`config.mk`:
```
export PLATFORM = sky130hd
export DESIGN_NAME = ipif_rr_arbiter_flat
export DESIGN_NICKNAME = d
export VERILOG_FILES = /design/src/rtl/ipif_rr_arbiter_pkg.sv /design/src/rtl/ipif_rr_arbiter_if.sv /design/src/rtl/ipif_rr_arbiter_sel.sv /design/src/rtl/ipif_rr_arbiter.sv /design/src/flat_wrapper.sv
export SDC_FILE = /design/constraint.sdc
export NUM_CORES = 1
export LEC_CHECK = 0
export ABC_AREA = 1
export BUFFER_PORTS_ARGS = -buffer_cell sky130_fd_sc_hd__buf_2
export CAP_MARGIN = 0
export CELL_PAD_IN_SITES_DETAIL_PLACEMENT = 1
export CELL_PAD_IN_SITES_GLOBAL_PLACEMENT = 2
export CORE_MARGIN = 2
export CORE_UTILIZATION = 22
export CTS_BUF_LIST = sky130_fd_sc_hd__clkbuf_8
export CTS_CLUSTER_DIAMETER = 200
export DETAILED_ROUTE_END_ITERATION = 12
export PLACE_DENSITY = 0.79
export SLEW_MARGIN = 20
export SYNTH_ARGS = -nofsm -noshare
export SYNTH_HDL_FRONTEND = slang
export SYNTH_HIERARCHICAL = 1
export SYNTH_SLANG_ARGS = --single-unit
```
`constraint.sdc`:
```
create_clock -name Bus2IP_Clk -period 1.9 [get_ports Bus2IP_Clk]
set_clock_uncertainty 0.15 [all_clocks]
set_input_delay 0.38 -clock Bus2IP_Clk [delete_from_list [all_inputs] [get_ports Bus2IP_Clk]]
set_output_delay 0.38 -clock Bus2IP_Clk [all_outputs]
set_load 0.05 [all_outputs]
```
`src/rtl/ipif_rr_arbiter_pkg.sv`:
```
// Shared types and helpers for the IPIF round-robin arbiter.
// The optional bus-hang timeout is enabled by defining IPIF_ARB_TIMEOUT_EN.
package ipif_arb_pkg;

    typedef enum logic [1:0] {
        IDLE = 2'd0,
        WAIT = 2'd1,
        TURN = 2'd2
    } arb_state_t;

    // Read data returned to a master whose transaction was abandoned by the timeout
    localparam logic [31:0] TIMEOUT_DATA = 32'hDEAD_BEEF;

    function automatic int idx_width(input int n);
        return (n <= 2) ? 1 : $clog2(n);
    endfunction

endpackage

```
`src/rtl/ipif_rr_arbiter_if.sv`:
```
// Bundle of master-side (packed per master) and slave-side IPIF signals.
// The arbiter uses the slave modport; the masters/register file sit on the master modport.
interface ipif_rr_arbiter_if #(
    parameter int C_S_AXI_DATA_WIDTH = 32,
    parameter int C_S_AXI_ADDR_WIDTH = 32,
    parameter int NUM_MASTERS        = 2
);
    localparam int DW = C_S_AXI_DATA_WIDTH;
    localparam int AW = C_S_AXI_ADDR_WIDTH;
    localparam int N  = NUM_MASTERS;

    logic [N-1:0]        M_CS;
    logic [N-1:0]        M_RNW;
    logic [N*AW-1:0]     M_Addr;
    logic [N*DW-1:0]     M_Data;
    logic [N*DW/8-1:0]   M_BE;
    logic [DW-1:0]       M_RdData;
    logic [N-1:0]        M_RdAck;
    logic [N-1:0]        M_WrAck;
    logic [N-1:0]        M_Error;

    logic                S_CS;
    logic                S_RNW;
    logic [AW-1:0]       S_Addr;
    logic [DW-1:0]       S_Data;
    logic [DW/8-1:0]     S_BE;
    logic [DW-1:0]       S_RdData;
    logic                S_RdAck;
    logic                S_WrAck;
    logic                S_Error;

    modport slave (
        input  M_CS, M_RNW, M_Addr, M_Data, M_BE, S_RdData, S_RdAck, S_WrAck, S_Error,
        output M_RdData, M_RdAck, M_WrAck, M_Error, S_CS, S_RNW, S_Addr, S_Data, S_BE
    );

    modport master (
        output M_CS, M_RNW, M_Addr, M_Data, M_BE, S_RdData, S_RdAck, S_WrAck, S_Error,
        input  M_RdData, M_RdAck, M_WrAck, M_Error, S_CS, S_RNW, S_Addr, S_Data, S_BE
    );

endinterface

```
`src/rtl/ipif_rr_arbiter_sel.sv`:
```
// Combinational rotating priority encoder: picks the first requester after i_last_ptr,
// wrapping from NUM_MASTERS-1 back to 0.
module rr_priority_sel
    import ipif_arb_pkg::*;
#(
    parameter int NUM_MASTERS = 2,
    parameter int IW          = idx_width(NUM_MASTERS)
) (
    input  logic [NUM_MASTERS-1:0] i_req,
    input  logic [IW-1:0]          i_last_ptr,
    output logic                   o_valid,
    output logic [IW-1:0]          o_idx,
    output logic [NUM_MASTERS-1:0] o_onehot
);

    logic [IW-1:0]          w_cand [NUM_MASTERS];
    logic [NUM_MASTERS-1:0] w_hit;

    // Slot gi holds the master that is gi+1 positions after the last grant
    for (genvar gi = 0; gi < NUM_MASTERS; gi++) begin : g_cand
        assign w_cand[gi] = IW'((32'(i_last_ptr) + 32'(gi) + 32'd1) % 32'(NUM_MASTERS));
        assign w_hit[gi]  = i_req[w_cand[gi]];
    end

    always_comb begin
        o_valid  = |w_hit;
        o_idx    = '0;
        o_onehot = '0;
        for (int k = NUM_MASTERS - 1; k >= 0; k--) begin
            if (w_hit[k]) begin
                o_idx = w_cand[k];
            end
        end
        if (o_valid) begin
            o_onehot[o_idx] = 1'b1;
        end
    end

endmodule

```
`src/rtl/ipif_rr_arbiter.sv`:
```
// Round-robin arbiter sharing one IPIF register slave between NUM_MASTERS masters.
// Define IPIF_ARB_TIMEOUT_EN to force an error ack after TIMEOUT_CYCLES silent WAIT cycles.
module ipif_rr_arbiter
    import ipif_arb_pkg::*;
#(
    parameter int C_S_AXI_DATA_WIDTH = 32,
    parameter int C_S_AXI_ADDR_WIDTH = 32,
    parameter int NUM_MASTERS        = 2,
    parameter int TIMEOUT_CYCLES     = 255
) (
    input  logic                   Bus2IP_Clk,
    input  logic                   Bus2IP_Reset,
    ipif_rr_arbiter_if.slave       bus,
    output logic [NUM_MASTERS-1:0] grant
);

    localparam int DW = C_S_AXI_DATA_WIDTH;
    localparam int AW = C_S_AXI_ADDR_WIDTH;
    localparam int N  = NUM_MASTERS;
    localparam int BW = DW / 8;
    localparam int IW = idx_width(N);

    if (N < 2 || N > 8 || TIMEOUT_CYCLES < 1 || TIMEOUT_CYCLES > 65535) begin : g_bad_cfg
        $error("ipif_rr_arbiter: parameter out of range");
    end

    arb_state_t    r_state, w_state_next;
    logic [IW-1:0] r_ptr, w_ptr_next;
    logic          r_s_cs, w_s_cs_next;
    logic          r_s_rnw, w_s_rnw_next;
    logic [AW-1:0] r_s_addr, w_s_addr_next;
    logic [DW-1:0] r_s_data, w_s_data_next;
    logic [BW-1:0] r_s_be, w_s_be_next;
    logic [DW-1:0] r_m_rddata, w_m_rddata_next;
    logic [N-1:0]  r_m_rdack, w_m_rdack_next;
    logic [N-1:0]  r_m_wrack, w_m_wrack_next;
    logic [N-1:0]  r_m_error, w_m_error_next;
    logic [N-1:0]  r_grant, w_grant_next;
`ifdef IPIF_ARB_TIMEOUT_EN
    logic [15:0]   r_cnt, w_cnt_next;
`endif

    logic          w_sel_valid;
    logic [IW-1:0] w_sel_idx;
    logic [N-1:0]  w_sel_onehot;
    logic          w_resp;
    logic          w_resp_err;
    logic [DW-1:0] w_resp_data;

    rr_priority_sel #(.NUM_MASTERS(N), .IW(IW)) u_sel (
        .i_req      (bus.M_CS),
        .i_last_ptr (r_ptr),
        .o_valid    (w_sel_valid),
        .o_idx      (w_sel_idx),
        .o_onehot   (w_sel_onehot)
    );

    always_ff @(posedge Bus2IP_Clk) begin
        if (Bus2IP_Reset) begin
            r_state    <= IDLE;
            r_ptr      <= IW'(N - 1);
            r_s_cs     <= 1'b0;
            r_s_rnw    <= 1'b0;
            r_s_addr   <= '0;
            r_s_data   <= '0;
            r_s_be     <= '0;
            r_m_rddata <= '0;
            r_m_rdack  <= '0;
            r_m_wrack  <= '0;
            r_m_error  <= '0;
            r_grant    <= '0;
`ifdef IPIF_ARB_TIMEOUT_EN
            r_cnt      <= '0;
`endif
        end else begin
            r_state    <= w_state_next;
            r_ptr      <= w_ptr_next;
            r_s_cs     <= w_s_cs_next;
            r_s_rnw    <= w_s_rnw_next;
            r_s_addr   <= w_s_addr_next;
            r_s_data   <= w_s_data_next;
            r_s_be     <= w_s_be_next;
            r_m_rddata <= w_m_rddata_next;
            r_m_rdack  <= w_m_rdack_next;
            r_m_wrack  <= w_m_wrack_next;
            r_m_error  <= w_m_error_next;
            r_grant    <= w_grant_next;
`ifdef IPIF_ARB_TIMEOUT_EN
            r_cnt      <= w_cnt_next;
`endif
        end
    end

    always_comb begin
        w_state_next    = r_state;
        w_ptr_next      = r_ptr;
        w_s_cs_next     = r_s_cs;
        w_s_rnw_next    = r_s_rnw;
        w_s_addr_next   = r_s_addr;
        w_s_data_next   = r_s_data;
        w_s_be_next     = r_s_be;
        w_m_rddata_next = r_m_rddata;
        w_m_rdack_next  = '0;
        w_m_wrack_next  = '0;
        w_m_error_next  = '0;
        w_grant_next    = r_grant;
        w_resp          = 1'b0;
        w_resp_err      = 1'b0;
        w_resp_data     = bus.S_RdData;
`ifdef IPIF_ARB_TIMEOUT_EN
        w_cnt_next      = r_cnt;
`endif
        case (r_state)
            IDLE: begin
                if (w_sel_valid) begin
                    w_s_cs_next   = 1'b1;
                    w_s_rnw_next  = bus.M_RNW[w_sel_idx];
                    w_s_addr_next = bus.M_Addr[32'(w_sel_idx) * AW +: AW];
                    w_s_data_next = bus.M_Data[32'(w_sel_idx) * DW +: DW];
                    w_s_be_next   = bus.M_BE[32'(w_sel_idx) * BW +: BW];
                    w_grant_next  = w_sel_onehot;
                    w_ptr_next    = w_sel_idx;
                    w_state_next  = WAIT;
`ifdef IPIF_ARB_TIMEOUT_EN
                    w_cnt_next    = '0;
`endif
                end
            end
            WAIT: begin
                if (bus.S_RdAck | bus.S_WrAck) begin
                    w_resp     = 1'b1;
                    w_resp_err = bus.S_Error;
                end
`ifdef IPIF_ARB_TIMEOUT_EN
                else if (r_cnt == 16'(TIMEOUT_CYCLES)) begin
                    w_resp      = 1'b1;
                    w_resp_err  = 1'b1;
                    w_resp_data = DW'(TIMEOUT_DATA);
                end else begin
                    w_cnt_next = r_cnt + 16'd1;
                end
`endif
                // Ack kind follows the latched RNW, not whichever slave ack fired
                if (w_resp) begin
                    w_s_cs_next  = 1'b0;
                    w_grant_next = '0;
                    w_state_next = TURN;
                    if (r_s_rnw) begin
                        w_m_rdack_next[r_ptr] = 1'b1;
                        w_m_rddata_next       = w_resp_data;
                    end else begin
                        w_m_wrack_next[r_ptr] = 1'b1;
                    end
                    w_m_error_next[r_ptr] = w_resp_err;
                end
            end
            TURN:    w_state_next = IDLE;
            default: w_state_next = IDLE;
        endcase
    end

    assign bus.S_CS     = r_s_cs;
    assign bus.S_RNW    = r_s_rnw;
    assign bus.S_Addr   = r_s_addr;
    assign bus.S_Data   = r_s_data;
    assign bus.S_BE     = r_s_be;
    assign bus.M_RdData = r_m_rddata;
    assign bus.M_RdAck  = r_m_rdack;
    assign bus.M_WrAck  = r_m_wrack;
    assign bus.M_Error  = r_m_error;
    assign grant        = r_grant;

endmodule

```
`src/flat_wrapper.sv`:
```
// flat-port wrapper written by rule: the top's interface ports become plain ports
module ipif_rr_arbiter_flat import ipif_arb_pkg::*;
#(
    parameter int C_S_AXI_DATA_WIDTH = 32,
    parameter int C_S_AXI_ADDR_WIDTH = 32,
    parameter int NUM_MASTERS        = 2,
    parameter int TIMEOUT_CYCLES     = 255
)
  (Bus2IP_Clk, Bus2IP_Reset, grant, bus_M_CS, bus_M_RNW, bus_M_Addr, bus_M_Data, bus_M_BE, bus_S_RdData, bus_S_RdAck, bus_S_WrAck, bus_S_Error, bus_M_RdData, bus_M_RdAck, bus_M_WrAck, bus_M_Error, bus_S_CS, bus_S_RNW, bus_S_Addr, bus_S_Data, bus_S_BE);
  ipif_rr_arbiter_if #(.C_S_AXI_DATA_WIDTH(C_S_AXI_DATA_WIDTH), .C_S_AXI_ADDR_WIDTH(C_S_AXI_ADDR_WIDTH), .NUM_MASTERS(NUM_MASTERS)) bus_i ();
  input  logic Bus2IP_Clk;
  input  logic Bus2IP_Reset;
  output logic [NUM_MASTERS-1:0] grant;
  input wire logic [$bits(bus_i.M_CS)-1:0] bus_M_CS;
  input wire logic [$bits(bus_i.M_RNW)-1:0] bus_M_RNW;
  input wire logic [$bits(bus_i.M_Addr)-1:0] bus_M_Addr;
  input wire logic [$bits(bus_i.M_Data)-1:0] bus_M_Data;
  input wire logic [$bits(bus_i.M_BE)-1:0] bus_M_BE;
  input wire logic [$bits(bus_i.S_RdData)-1:0] bus_S_RdData;
  input wire logic [$bits(bus_i.S_RdAck)-1:0] bus_S_RdAck;
  input wire logic [$bits(bus_i.S_WrAck)-1:0] bus_S_WrAck;
  input wire logic [$bits(bus_i.S_Error)-1:0] bus_S_Error;
  output wire logic [$bits(bus_i.M_RdData)-1:0] bus_M_RdData;
  output wire logic [$bits(bus_i.M_RdAck)-1:0] bus_M_RdAck;
  output wire logic [$bits(bus_i.M_WrAck)-1:0] bus_M_WrAck;
  output wire logic [$bits(bus_i.M_Error)-1:0] bus_M_Error;
  output wire logic [$bits(bus_i.S_CS)-1:0] bus_S_CS;
  output wire logic [$bits(bus_i.S_RNW)-1:0] bus_S_RNW;
  output wire logic [$bits(bus_i.S_Addr)-1:0] bus_S_Addr;
  output wire logic [$bits(bus_i.S_Data)-1:0] bus_S_Data;
  output wire logic [$bits(bus_i.S_BE)-1:0] bus_S_BE;
  assign bus_i.M_CS = bus_M_CS;
  assign bus_i.M_RNW = bus_M_RNW;
  assign bus_i.M_Addr = bus_M_Addr;
  assign bus_i.M_Data = bus_M_Data;
  assign bus_i.M_BE = bus_M_BE;
  assign bus_i.S_RdData = bus_S_RdData;
  assign bus_i.S_RdAck = bus_S_RdAck;
  assign bus_i.S_WrAck = bus_S_WrAck;
  assign bus_i.S_Error = bus_S_Error;
  assign bus_M_RdData = bus_i.M_RdData;
  assign bus_M_RdAck = bus_i.M_RdAck;
  assign bus_M_WrAck = bus_i.M_WrAck;
  assign bus_M_Error = bus_i.M_Error;
  assign bus_S_CS = bus_i.S_CS;
  assign bus_S_RNW = bus_i.S_RNW;
  assign bus_S_Addr = bus_i.S_Addr;
  assign bus_S_Data = bus_i.S_Data;
  assign bus_S_BE = bus_i.S_BE;
  ipif_rr_arbiter #(.C_S_AXI_DATA_WIDTH(C_S_AXI_DATA_WIDTH), .C_S_AXI_ADDR_WIDTH(C_S_AXI_ADDR_WIDTH), .NUM_MASTERS(NUM_MASTERS), .TIMEOUT_CYCLES(TIMEOUT_CYCLES)) u_core (.Bus2IP_Clk(Bus2IP_Clk), .Bus2IP_Reset(Bus2IP_Reset), .bus(bus_i), .grant(grant));
endmodule
```
== After elaboration in Yosys (flattened, before gate mapping) ==
Cells that the tools add are included.
Operators by class
  add/sub/neg operators: 2
  bitwise gates (word level): 5
  multiplexer cells: 25
  equality and inequality tests: 3
  order comparisons: 6
  shift-type cells: 3
  reduce and logical (&&, ||, !) cells: 12
Operator list (number)
  64-bit by 7-bit indexed part select with 32-bit output: 2
  1-bit two-way mux: 16
  1-bit by 2-bit < comparator with 1-bit output (second input constant): 4
  2-bit two-way mux: 4
  2-bit one-hot mux with 2 select lines: 2
  4-bit OR reduction: 2
  8-bit by 4-bit indexed part select with 4-bit output: 1
  3-bit AND reduction: 2
  2-bit AND reduction: 2
  1-bit NOT: 3
  3-bit OR reduction: 1
  1-bit adder (second input constant): 2
  2-bit AND: 1
  1-bit demux with 1-bit select: 2
  2-bit by 1-bit == test with 1-bit output (second input constant): 1
  1-bit greater-or-equal comparator (second input constant): 2
  1-bit logical AND: 2
  2-bit zero test: 1
  2-bit by 1-bit inequality test with 1-bit output (second input constant): 1
  2-bit inequality test (second input constant): 1
  1-bit one-hot mux with 2 select lines: 1
  2-bit nonzero test: 1
  2-bit OR reduction: 1
  1-bit bitwise OR: 1
Storage, ports and cells
  output and inout port bits: 110
  register bits after elaboration: 113
  word-level logic and storage cells: 68
  input bits: 177

== Logic depth before layout (Yosys ltp) ==
Gate-level depths: netlist (run 1).
  depth after elaboration: 12
  mapped depth: 9
  mapped depth without buffers: 6

== Modules after synthesis ==
The synthesis (run 1) kept the hierarchy.
By module, submodules not included
  ipif_rr_arbiter: area an instance 5172.5 um^2, sequential area each 2262.2 um^2, instances 1, cells each 780
  rr_priority_sel: area an instance 30.0 um^2, sequential area each 0.0 um^2, instances 1, cells each 7

== Worst setup path before layout (run 1) ==
OpenSTA, ideal clock, no wires.
  path type: register -> register
  from: reg u_core.r_s_rnw, in the netlist u_core/bus.S_RNW
  to: reg u_core.r_m_rddata[10], in the netlist u_core/bus.M_RdData[10]
  required time: 1.633 ns
  arrival: 1.389 ns
  period minus slack after synthesis: 1.656 ns
  library setup time: 0.117 ns
  cell stages (with the launch flop): 8
  path buffers: 2
  path slack: 0.244 ns
  cell sequence: dfxtp_1 -> inv_1 -> nor2_1 -> buf_2 -> buf_2 -> nand3_1 -> nand2_1 -> nor2_1
Between the ends
  cells in the longest elaborated chain, start to end: 1
Ends and longest elaborated chain
  start, declared: line ipif_rr_arbiter.sv:30  | logic r_s_rnw, w_s_rnw_next;
  start signal, assigned: line ipif_rr_arbiter.sv:79  | r_s_rnw <= w_s_rnw_next;
  3-bit AND reduction (no source line)
  end signal, assigned: line ipif_rr_arbiter.sv:83  | r_m_rddata <= w_m_rddata_next;
  end, declared: line ipif_rr_arbiter.sv:34  | logic [DW-1:0] r_m_rddata, w_m_rddata_next;
No other way between the ends.
A chain may end at the register's enable or synchronous reset.

== Worst setup path in the final report (run 1) ==
  from: reg u_core.r_s_rnw, in the netlist u_core/bus.S_RNW
  to: out bus_S_RNW
RTL lines
  end, declared: line flat_wrapper.sv:28  | output wire logic [$bits(bus_i.S_RNW)-1:0] bus_S_RNW;
No word-level cell between the ends.

==> results of run 1 <==
[routing by layer]
| metal | part of all wire | vias to the layer above |
|---|---|---|
| li1 | - | 2966 |
| met1 | 0.43 | 2533 |
| met2 | 0.49 | 151 |
| met3 | 0.069 | 10 |
| met4 | 0.0092 | 2 |
| met5 | 0.00072 | - |
[worst paths after layout]
kind                            slack, ps                                 to  cells past startpoint
worst max-delay path                  210                          bus_S_RNW                      2
worst min-delay path                   50   u_core/bus.M_Error[0]$_SDFF_PP0_                      3
worst max register to register        270   u_core/bus.M_WrAck[1]$_SDFF_PP0_                      5
worst min register to register        310  u_core/bus.S_Data[8]$_SDFFE_PP0P_                      2
[layout by cell type (no fill, tap or decap)]
| cell type | instances |
|---|---|
| nor2_4 | 2 |
| inv_1 | 115 |
| buf_2 | 286 |
| clkbuf_8 | 20 |
| buf_4 | 6 |
| o21ai_0 | 70 |
| o21ai_1 | 1 |
| nand3_1 | 34 |
| nor3_1 | 4 |
| buf_12 | 13 |
| a21oi_1 | 105 |
| nor3_2 | 2 |
| nand3_4 | 1 |
| nand2_1 | 251 |
| clkinv_2 | 3 |
| a21oi_4 | 1 |
| clkinv_1 | 1 |
| bufinv_16 | 2 |
| nor3_4 | 1 |
| clkinvlp_4 | 1 |
| nor2_1 | 34 |
| dfxtp_1 | 113 |
[report_power, final]
part	switching [mW]	total [mW]	internal, mW	leakage, nW
Sequential	0.0854	2.63	2.54	0.925
Clock	0.969	2.20	1.23	0.200
Combinational	1.27	1.83	0.557	2.77
Total	2.32	6.65	4.32	3.89
[logic make-up after synthesis]
family,count (synthesis)
and+or+nand+nor,329
AOI/OAI and AO/OA,177
buffers and inverters,168
DFF,113
[sequential cells by signal (all words and copies together) (netlist names), 2 cells and up]
signal	cells
u_core/bus.S_Data	32
u_core/bus.M_RdData	32
u_core/bus.M_RdAck	2
u_core/bus.M_WrAck	2
u_core/bus.S_Addr	32
u_core/r_state	2
u_core/grant	2
u_core/bus.M_Error	2
u_core/bus.S_BE	4
[cell type report]
class	instances	area [sq um]	share of cell area
multi-input combinational	506	2230	0.301
tap	319	399	0.0538
clock inverter	9	93.8	0.0126
timing repair buffer	305	1740	0.234
inverter	113	424	0.0571
sequential	113	2260	0.305
clock buffer	20	275	0.0371
[worst max-delay path, cell delays in order (launching register included)]
cell and delay, ps:
dfxtp_1 340, buf_4 130, buf_2 270
[metrics by stage]
stage | cell area (sq um) | util | power, mW
2_1_floorplan | 5200 | - | 3.91
3_3_place_gp | 7060 | 0.302 | 4.52
3_5_place_dp | 7060 | 0.302 | 4.54
4_1_cts | 7420 | 0.318 | 6.80
5_1_grt | 7420 | 0.318 | 7.06
6_report | 7420 | 0.318 | 6.65
==> impl_metrics.py, run 1 <==
metrics = {
    "run_status": {
        "run_status": "complete, no violations",
    },
    "clock_network": {
        "cts.sinks": 113,
        "cts_setup_buffers": 0,
        "clk_path_buf_depth": 2,
        "cts_tree": "done",
        "insertion_delay_ps": 420,
        "htreeDepth": 4,
        "cts_resized": 0,
        "root_buffer": "clkbuf_8",
        "cts_hold_buf": 0,
        "clk_pin_slew_ps": 60,
        "numCtsBuffers": 17,
    },
    "logic_synthesis": {
        "syn_inst": 787,
        "synthXorXnorAreaFrac": 0,
        "seq_area_frac_synth": 0.435,
        "synth_top_area_frac": 0.435,
        "synthTopCellsByCount": "nand2_1 (251), dfxtp_1 (113), inv_1 (112), a21oi_1 (106), o21ai_0 (70)",
        "synth_area_sq_um": 5200,
        "yosys.area_share.simple": 0.252,
        "synth_top_family_by_area": "simple AND/OR/NAND/NOR gates",
        "synth-seq-cells": 113,
        "synth-edff-count": 0,
        "yosysWarnings": 6,
        "synth.distinct_cells": 18,
        "synth_fp_nets": 964,
        "synthMuxAreaShare": 0,
        "synth_compound_area_frac": 0.170,
        "synthFlopType": "dfxtp_1",
        "avgSynthCellArea_sq_um": 6.61,
        "yosysMostFrequentCell": "nand2_1",
        "synth_top_area_cell": "dfxtp_1",
        "synth_fa_ha_area_frac": 0,
        "synthTopCellsByArea": "dfxtp_1 (43%), nand2_1 (18%), a21oi_1 (10%)",
        "synthArstFlopShare": 0,
    },
    "global_routing": {
        "met2_usage": 0.251,
        "grt_usage": 0.144,
        "grt_pass1_wl_microns": 28200,
        "grt_max_degree": 80,
        "grt_pass1_vias": 5621,
        "overflow": 0,
        "use_met3": 0.0509,
        "antenna_found_initial": 1,
        "top_usage_layer": "met2",
        "met1_usage": 0.168,
    },
    "power": {
        "p_leak_nw": 3.89,
        "power_density_nw_per_um2": 895,
        "ir_drop_uv": 285,
    },
    "placement": {
        "io_buffer_count": 286,
        "place_congestion": 0.736,
        "dp.final_hpwl_microns": 13400,
        "placed_cells": 1356,
        "dp_slack_ps": 149,
    },
    "sta": {
        "slew_headroom": 0.704,
        "rsz0062_at_grt": "no",
        "slew_violations": 0,
        "max_freq_ghz": 0.591,
        "finalSetupViolations": 0,
        "tightestPinTransition_ps": 442,
        "hold_violations": 0,
        "hold_slack_ps": 54.7,
        "setup_tns_ps": 0,
        "fin_ws_ps": 207,
        "fin_crit_ps": 1690,
        "fin_crit_sh": 0.891,
    },
    "critical_path": {
        "worst-path-max-fanout": 4,
        "end_kind": "output pin",
        "arrival_ps": 1160,
        "startpoint": "u_core/bus.S_RNW$_SDFFE_PP0P_",
        "path_class": "reg -> out",
        "crit_path_start_kind": "flip-flop",
        "r2r_start": "u_core/r_state[0]$_SDFFE_PP0P_",
        "crit_required_ps": 1370,
    },
    "run": {
        "max_cap_violations": 0,
    },
    "worst_hold_path": {
        "hold_start": "bus_S_Error",
        "min_path_type": "in -> reg",
    },
    "final_layout": {
        "fin_nets": 1233,
        "stdcell_count": 1385,
        "fill_cells": 3038,
        "drive_above_1_share": 0.317,
        "syn_to_final_growth_pct": 42.7,
        "antenna_cells": 0,
    },
    "die": {
        "start_util": 0.223,
        "die_area_sq_um": 24900,
        "rows": 56,
        "die_y_microns": 158,
        "die_w_microns": 158,
        "core_area_sq_um": 23300,
        "pin_count": 287,
    },
    "route": {
        "routedWlPerCell_microns": 13.1,
        "vias_per_cell": 4.09,
        "postRouteAntennaNets": 0,
        "drtIter0Drc": 245,
        "drtPass1Iterations": 4,
        "wirelength_microns": 18100,
        "drc": 0,
        "via_count": 5662,
    },
}
Note: power is estimated with default switching activity, not from simulation.
==> inputs of run 2 (changes only) <==
--- a/config.mk
+++ b/config.mk
@@ -6,16 +6,16 @@
 export NUM_CORES = 1
 export LEC_CHECK = 0
 export ABC_AREA = 1
-export BUFFER_PORTS_ARGS = -buffer_cell sky130_fd_sc_hd__buf_2
 export CAP_MARGIN = 0
 export CELL_PAD_IN_SITES_DETAIL_PLACEMENT = 1
 export CELL_PAD_IN_SITES_GLOBAL_PLACEMENT = 2
 export CORE_MARGIN = 2
-export CORE_UTILIZATION = 22
+export CORE_UTILIZATION = 32
 export CTS_BUF_LIST = sky130_fd_sc_hd__clkbuf_8
 export CTS_CLUSTER_DIAMETER = 200
 export DETAILED_ROUTE_END_ITERATION = 12
-export PLACE_DENSITY = 0.79
+export DONT_BUFFER_PORTS = 1
+export PLACE_DENSITY_LB_ADDON = 0.05
 export SLEW_MARGIN = 20
 export SYNTH_ARGS = -nofsm -noshare
 export SYNTH_HDL_FRONTEND = slang
==> run 2 against run 1 <==
  * Clock power fell by 7%
  * Utilization rose by 6.5 points
  * Count of clock-buffer cells in the layout did not move
  * Maximum frequency fell by 3.4%
  * Critical path depth rose by 3
  * Flip-flop and latch count did not move
  * Sequential power rose by 24%
  * Non-clock buffer count fell by 258
  * Die area fell by 31%
  * Via count fell by 14%
  * Critical path type is now reg -> reg
  * Critical endpoint is now u_core/r_state[0]$_SDFFE_PP0P_
==> impl_metrics.py, run 2 (same netlist as run 1, synthesis figures left out) <==
metrics = {
    "run": {
        "max_cap_violations": 0,
    },
    "sta": {
        "fin_crit_sh": 0.923,
        "fin_ws_ps": 147,
        "max_freq_ghz": 0.570,
        "fin_crit_ps": 1750,
        "finalSetupViolations": 0,
        "tightestPinTransition_ps": 569,
        "hold_violations": 0,
        "setup_tns_ps": 0,
        "rsz0062_at_grt": "no",
        "slew_headroom": 0.620,
        "slew_violations": 0,
    },
    "clock_network": {
        "cts_tree": "done",
        "root_buffer": "clkbuf_8",
        "numCtsBuffers": 17,
        "insertion_delay_ps": 440,
        "clk_path_buf_depth": 2,
        "clk_pin_slew_ps": 60,
        "htreeDepth": 4,
        "cts.sinks": 113,
    },
    "die": {
        "start_util": 0.328,
        "die_area_sq_um": 17300,
        "core_area_sq_um": 15900,
        "die_w_microns": 132,
        "pin_count": 287,
        "rows": 46,
        "die_y_microns": 132,
    },
    "critical_path": {
        "path_class": "reg -> reg",
        "end_kind": "flip-flop",
        "slowest_stage": "dlygate4sd3_1",
        "crit_required_ps": 2080,
        "crit_chain": "inv_1, nand3_2, buf_6, a21oi_1, dlygate4sd3_1",
        "arrival_ps": 1930,
        "critPathMaxStageDelay_ps": 550,
        "crit_path_start_kind": "flip-flop",
        "worst-path-max-fanout": 23,
    },
    "route": {
        "postRouteAntennaNets": 0,
        "drtIter0Drc": 200,
        "routedWlPerCell_microns": 16.2,
        "drc": 0,
        "wirelength_microns": 16700,
        "via_count": 4862,
        "drtPass1Iterations": 4,
        "vias_per_cell": 4.73,
    },
    "global_routing": {
        "grt_pass1_wl_microns": 25300,
        "overflow": 0,
        "grt_max_degree": 74,
        "grt_pass1_vias": 4818,
        "antenna_found_initial": 0,
        "grt_usage": 0.183,
    },
    "final_layout": {
        "antenna_cells": 0,
        "syn_to_final_growth_pct": 17.1,
        "mostFrequentLayoutCell": "nand2_1",
        "drive_above_1_share": 0.0580,
        "final_cell_mix": "nand2_1 (251), inv_1 (119), dfxtp_1 (113)",
        "final_core_util": 0.383,
        "fin_nets": 975,
    },
    "power": {
        "p_total_mw": 6.17,
        "p_leak_nw": 2.74,
        "power_density_nw_per_um2": 1010,
        "ir_drop_uv": 437,
    },
    "run_status": {
        "run_status": "complete, no violations",
    },
    "placement": {
        "dp.final_hpwl_microns": 11100,
        "dp_slack_ps": 220,
        "io_buffer_count": 0,
        "place_congestion": 0.717,
    },
    "worst_hold_path": {
        "min_path_type": "in -> reg",
    },
}
==> run 2: cell count changes in the layout (fill, tap and decap cells not counted), sizes merged <==
cell,before,now
buf,305,13
dlygate4sd3,0,32
bufinv,2,1
inv,115,119
clkbuf,20,22
==> run 2: final timing paths <==
check | depth (start not counted) | from | slack (ps) | end
worst max-delay path | 5 | u_core/r_state[1]$_SDFFE_PP0P_ | 150 | u_core/r_state[0]$_SDFFE_PP0P_
worst min-delay path | 4 | bus_M_Data[7] | 30 | u_core/bus.S_Data[7]$_SDFFE_PP0P_
worst max register to register | 5 | u_core/r_state[1]$_SDFFE_PP0P_ | 150 | u_core/r_state[0]$_SDFFE_PP0P_
worst min register to register | 2 | u_core/r_ptr$_SDFFE_PP1P_ | 470 | u_core/r_ptr$_SDFFE_PP1P_
==> run 2: what timing repair did <==
action | 4_1_cts | 5_1_grt
hold endpoints to repair | 101 | 0
resized for setup | 0 | 1
hold buffers | 33 | 0
buffers inserted | 0 | 1
setup endpoints to repair | 0 | 4
==> run 2: routing by layer <==
metal / vias up / share of wire / track usage / wire length (microns)
li1: 2457 / - / - / -
met1: 2210 / 0.40 / 0.194 / 6710
met2: 173 / 0.48 / 0.317 / 8050
met3: 22 / 0.097 / 0.0903 / 1620
met4: 0 / 0.018 / 0.0628 / 293
met5: - / 0 / 0 / 0
==> run 2: critical path, delay by kind of cell (launching register included) <==
| family | cells | cell delay, ps |
|---|---|---|
| buffers and inverters | 3 | 860 |
| AO/OA/AOI/OAI | 1 | 100 |
| AND/OR/NAND/NOR | 1 | 100 |
| flip-flops | 1 | 430 |
==> run 2: cell type report <==
class                           instances  area, sq um
Inverter                              113          424
Fill cell                            2059         9790
Clock buffer                           20          275
Timing Repair Buffer                   47          554
Clock inverter                         12         78.8
Sequential cell                       113         2260
Tap cell                              216          270
Multi-Input combinational cell        506         2230
==> run 2: per-stage QoR <==
stage / std cells / hold WS [ps] / cell area [sq um]
global route: 1027 / 29.6 / 6090
CTS: 1024 / 1.07 / 6030
finish: 1027 / 30.3 / 6090
floorplan: 787 / 370 / 5200
global placement: 959 / 312 / 5330
detailed placement: 959 / 313 / 5330
==> run 2: power breakdown <==
| part | internal (mW) | total, mW | switching (mW) |
|---|---|---|---|
| combinational | 0.328 | 0.888 | 0.559 |
| sequential | 2.54 | 3.25 | 0.708 |
| clock | 1.09 | 2.04 | 0.942 |
| total | 3.96 | 6.17 | 2.21 |
==> inputs of run 3 (changes only) <==
--- a/config.mk
+++ b/config.mk
@@ -19,5 +19,4 @@
 export SLEW_MARGIN = 20
 export SYNTH_ARGS = -nofsm -noshare
 export SYNTH_HDL_FRONTEND = slang
-export SYNTH_HIERARCHICAL = 1
 export SYNTH_SLANG_ARGS = --single-unit
==> run 3 against run 2 <==
  * Maximum frequency shrank 3.7%
  * Synthesized cell count shrank 9.3%
  * Total power grew 8.2%
  * Clock power grew 26%
  * Largest cell class is now multi-input gates
  * Register-to-register slack got worse by 70 ps
  * Critical path type unchanged
==> impl_metrics.py, run 3 <==
metrics = {
    "final_layout": {
        "antenna_cells": 0,
        "mostFrequentLayoutCell": "nand2_1",
        "syn_to_final_growth_pct": 20.4,
        "fin_nets": 914,
        "drive_above_1_share": 0.0653,
        "final_cell_mix": "nand2_1 (277), dfxtp_1 (113), nand3_1 (76)",
        "fill_cells": 1880,
        "stdcell_count": 938,
        "final_core_util": 0.391,
        "fin_area_sq_um": 5900,
    },
    "sta": {
        "setup_tns_ps": 0,
        "slew_violations": 0,
        "finalSetupViolations": 0,
        "fin_crit_sh": 0.958,
        "tightestPinTransition_ps": 590,
        "rsz0062_at_grt": "no",
        "fin_crit_ps": 1820,
        "slew_headroom": 0.606,
        "max_freq_ghz": 0.549,
        "hold_violations": 0,
    },
    "logic_synthesis": {
        "synthTopCellsByArea": "dfxtp_1 (46%), nand2_1 (21%), nand3_1 (7.8%)",
        "synth-edff-count": 0,
        "synth_top_area_frac": 0.462,
        "synth_top_area_cell": "dfxtp_1",
        "yosysMostFrequentCell": "nand2_1",
        "synthFlopType": "dfxtp_1",
        "synth_area_sq_um": 4900,
        "synthArstFlopShare": 0,
        "yosysWarnings": 0,
        "syn_inst": 714,
        "synth_fp_nets": 891,
        "avgSynthCellArea_sq_um": 6.86,
        "seq_area_frac_synth": 0.462,
        "synth-seq-cells": 113,
        "synthTopCellsByCount": "nand2_1 (277), dfxtp_1 (113), nand3_1 (76), a21oi_1 (71), nor2_1 (69)",
        "synth.distinct_cells": 18,
    },
    "critical_path": {
        "crit_required_ps": 2070,
        "arrival_ps": 1990,
        "rrSetupSlack_ps": 80,
        "end_kind": "flip-flop",
        "worst-path-max-fanout": 74,
        "crit_path_start_kind": "flip-flop",
        "path_class": "reg -> reg",
    },
    "power": {
        "p_total_mw": 6.68,
        "p_sw_mw": 2.32,
        "clkPwrFrac": 0.386,
        "p_comb_frac": 0.126,
        "ir_drop_uv": 476,
        "internal_power_mw": 4.36,
        "p_sw_frac": 0.348,
        "p_leak_nw": 2.53,
        "pwr-share-seq": 0.488,
        "power_density_nw_per_um2": 1130,
    },
    "route": {
        "drtPass1Iterations": 4,
        "via_count": 4757,
        "routedWlPerCell_microns": 18.1,
        "drtIter0Drc": 212,
        "vias_per_cell": 5.07,
        "drc": 0,
        "postRouteAntennaNets": 0,
        "wirelength_microns": 17000,
    },
    "die": {
        "die_w_microns": 128,
        "pin_count": 287,
        "die_area_sq_um": 16300,
        "start_util": 0.325,
        "die_y_microns": 128,
        "rows": 45,
        "core_area_sq_um": 15100,
    },
    "clock_network": {
        "insertion_delay_ps": 430,
        "cts_tree": "done",
        "clk_pin_slew_ps": 70,
        "root_buffer": "clkbuf_8",
        "htreeDepth": 4,
        "cts.sinks": 113,
        "numCtsBuffers": 17,
        "clk_path_buf_depth": 2,
    },
    "placement": {
        "place_congestion": 0.717,
        "io_buffer_count": 0,
        "place_area_sq_um": 4940,
        "dp.final_hpwl_microns": 11100,
        "placed_cells": 857,
    },
    "global_routing": {
        "grt_pass1_vias": 4971,
        "grt_max_degree": 75,
        "antenna_found_initial": 0,
        "grt_pass1_wl_microns": 26300,
        "grt_usage": 0.208,
        "overflow": 0,
    },
    "run": {
        "max_cap_violations": 0,
    },
    "worst_hold_path": {
        "min_path_type": "in -> reg",
    },
    "run_status": {
        "run_status": "complete, no violations",
    },
}
run 3: power groups by stage:
stage | Clock, mW | Sequential (mW) | Combinational, mW
detailed placement | 0 | 3.32 | 0.745
floorplan | 0 | 3.26 | 0.641
CTS | 2.65 | 3.26 | 0.859
finish | 2.58 | 3.26 | 0.842
global placement | 0 | 3.31 | 0.715
global route | 2.77 | 3.28 | 0.979
run 3: through the flow:
step | setup slack [ps] | hold WS (ps)
6_report | 79.3 | 31.3
5_1_grt | 24.1 | 8.34
4_1_cts | 64.4 | 0.580
3_5_place_dp | 291 | 307
3_3_place_gp | 359 | 306
2_1_floorplan | 307 | 354
run 3: final timing paths:
path,startpoint,endpoint,cells after the start
worst max-delay path,u_core.r_state[1]$_SDFFE_PP0P_,u_core.bus.S_CS$_SDFFE_PP0P_,5
worst min-delay path,bus_M_Addr[8],u_core.bus.S_Addr[8]$_SDFFE_PP0P_,4
worst max register to register,u_core.r_state[1]$_SDFFE_PP0P_,u_core.bus.S_CS$_SDFFE_PP0P_,5
worst min register to register,u_core.r_ptr$_SDFFE_PP1P_,u_core.r_ptr$_SDFFE_PP1P_,2
run 3: what timing repair did:
item / in CTS / in global routing
hold buffers: 48 / 1
setup endpoints to repair: 0 / 1
buffers inserted: 0 / 0
hold endpoints to repair: 104 / 1
gates resized for setup: 0 / 1
run 3: layout make-up:
| type | count | area, sq um | area share |
|---|---|---|---|
| sequential | 113 | 2260 | 0.383 |
| inverter | 10 | 37.5 | 0.00636 |
| clock buffer | 18 | 248 | 0.0420 |
| clock inverter | 14 | 203 | 0.0344 |
| multi-input combinational | 537 | 2280 | 0.386 |
| timing repair buffer | 58 | 638 | 0.108 |
| tap | 188 | 235 | 0.0399 |
run 3: kinds of logic after synthesis:
family	share of synthesized area
buffers and inverters	0.0756
AOI/OAI and AO/OA	0.109
and+or+nand+nor	0.354
DFF	0.462
run 3: critical path, stage by stage, from the launching register on:
cell           delay (ps)
dfxtp_1               360
nor2_2                 70
o21ai_4                80
buf_12                310
a21oi_1               120
dlygate4sd3_1         560
run 3: per-layer routing:
metal  wire, microns  track usage  vias to the layer above
li1                -            -                     2338
met1            6600        0.226                     2222
met2            8470        0.366                      178
met3            1610       0.0889                       19
met4             281       0.0653                        0
met5               0            0                        -
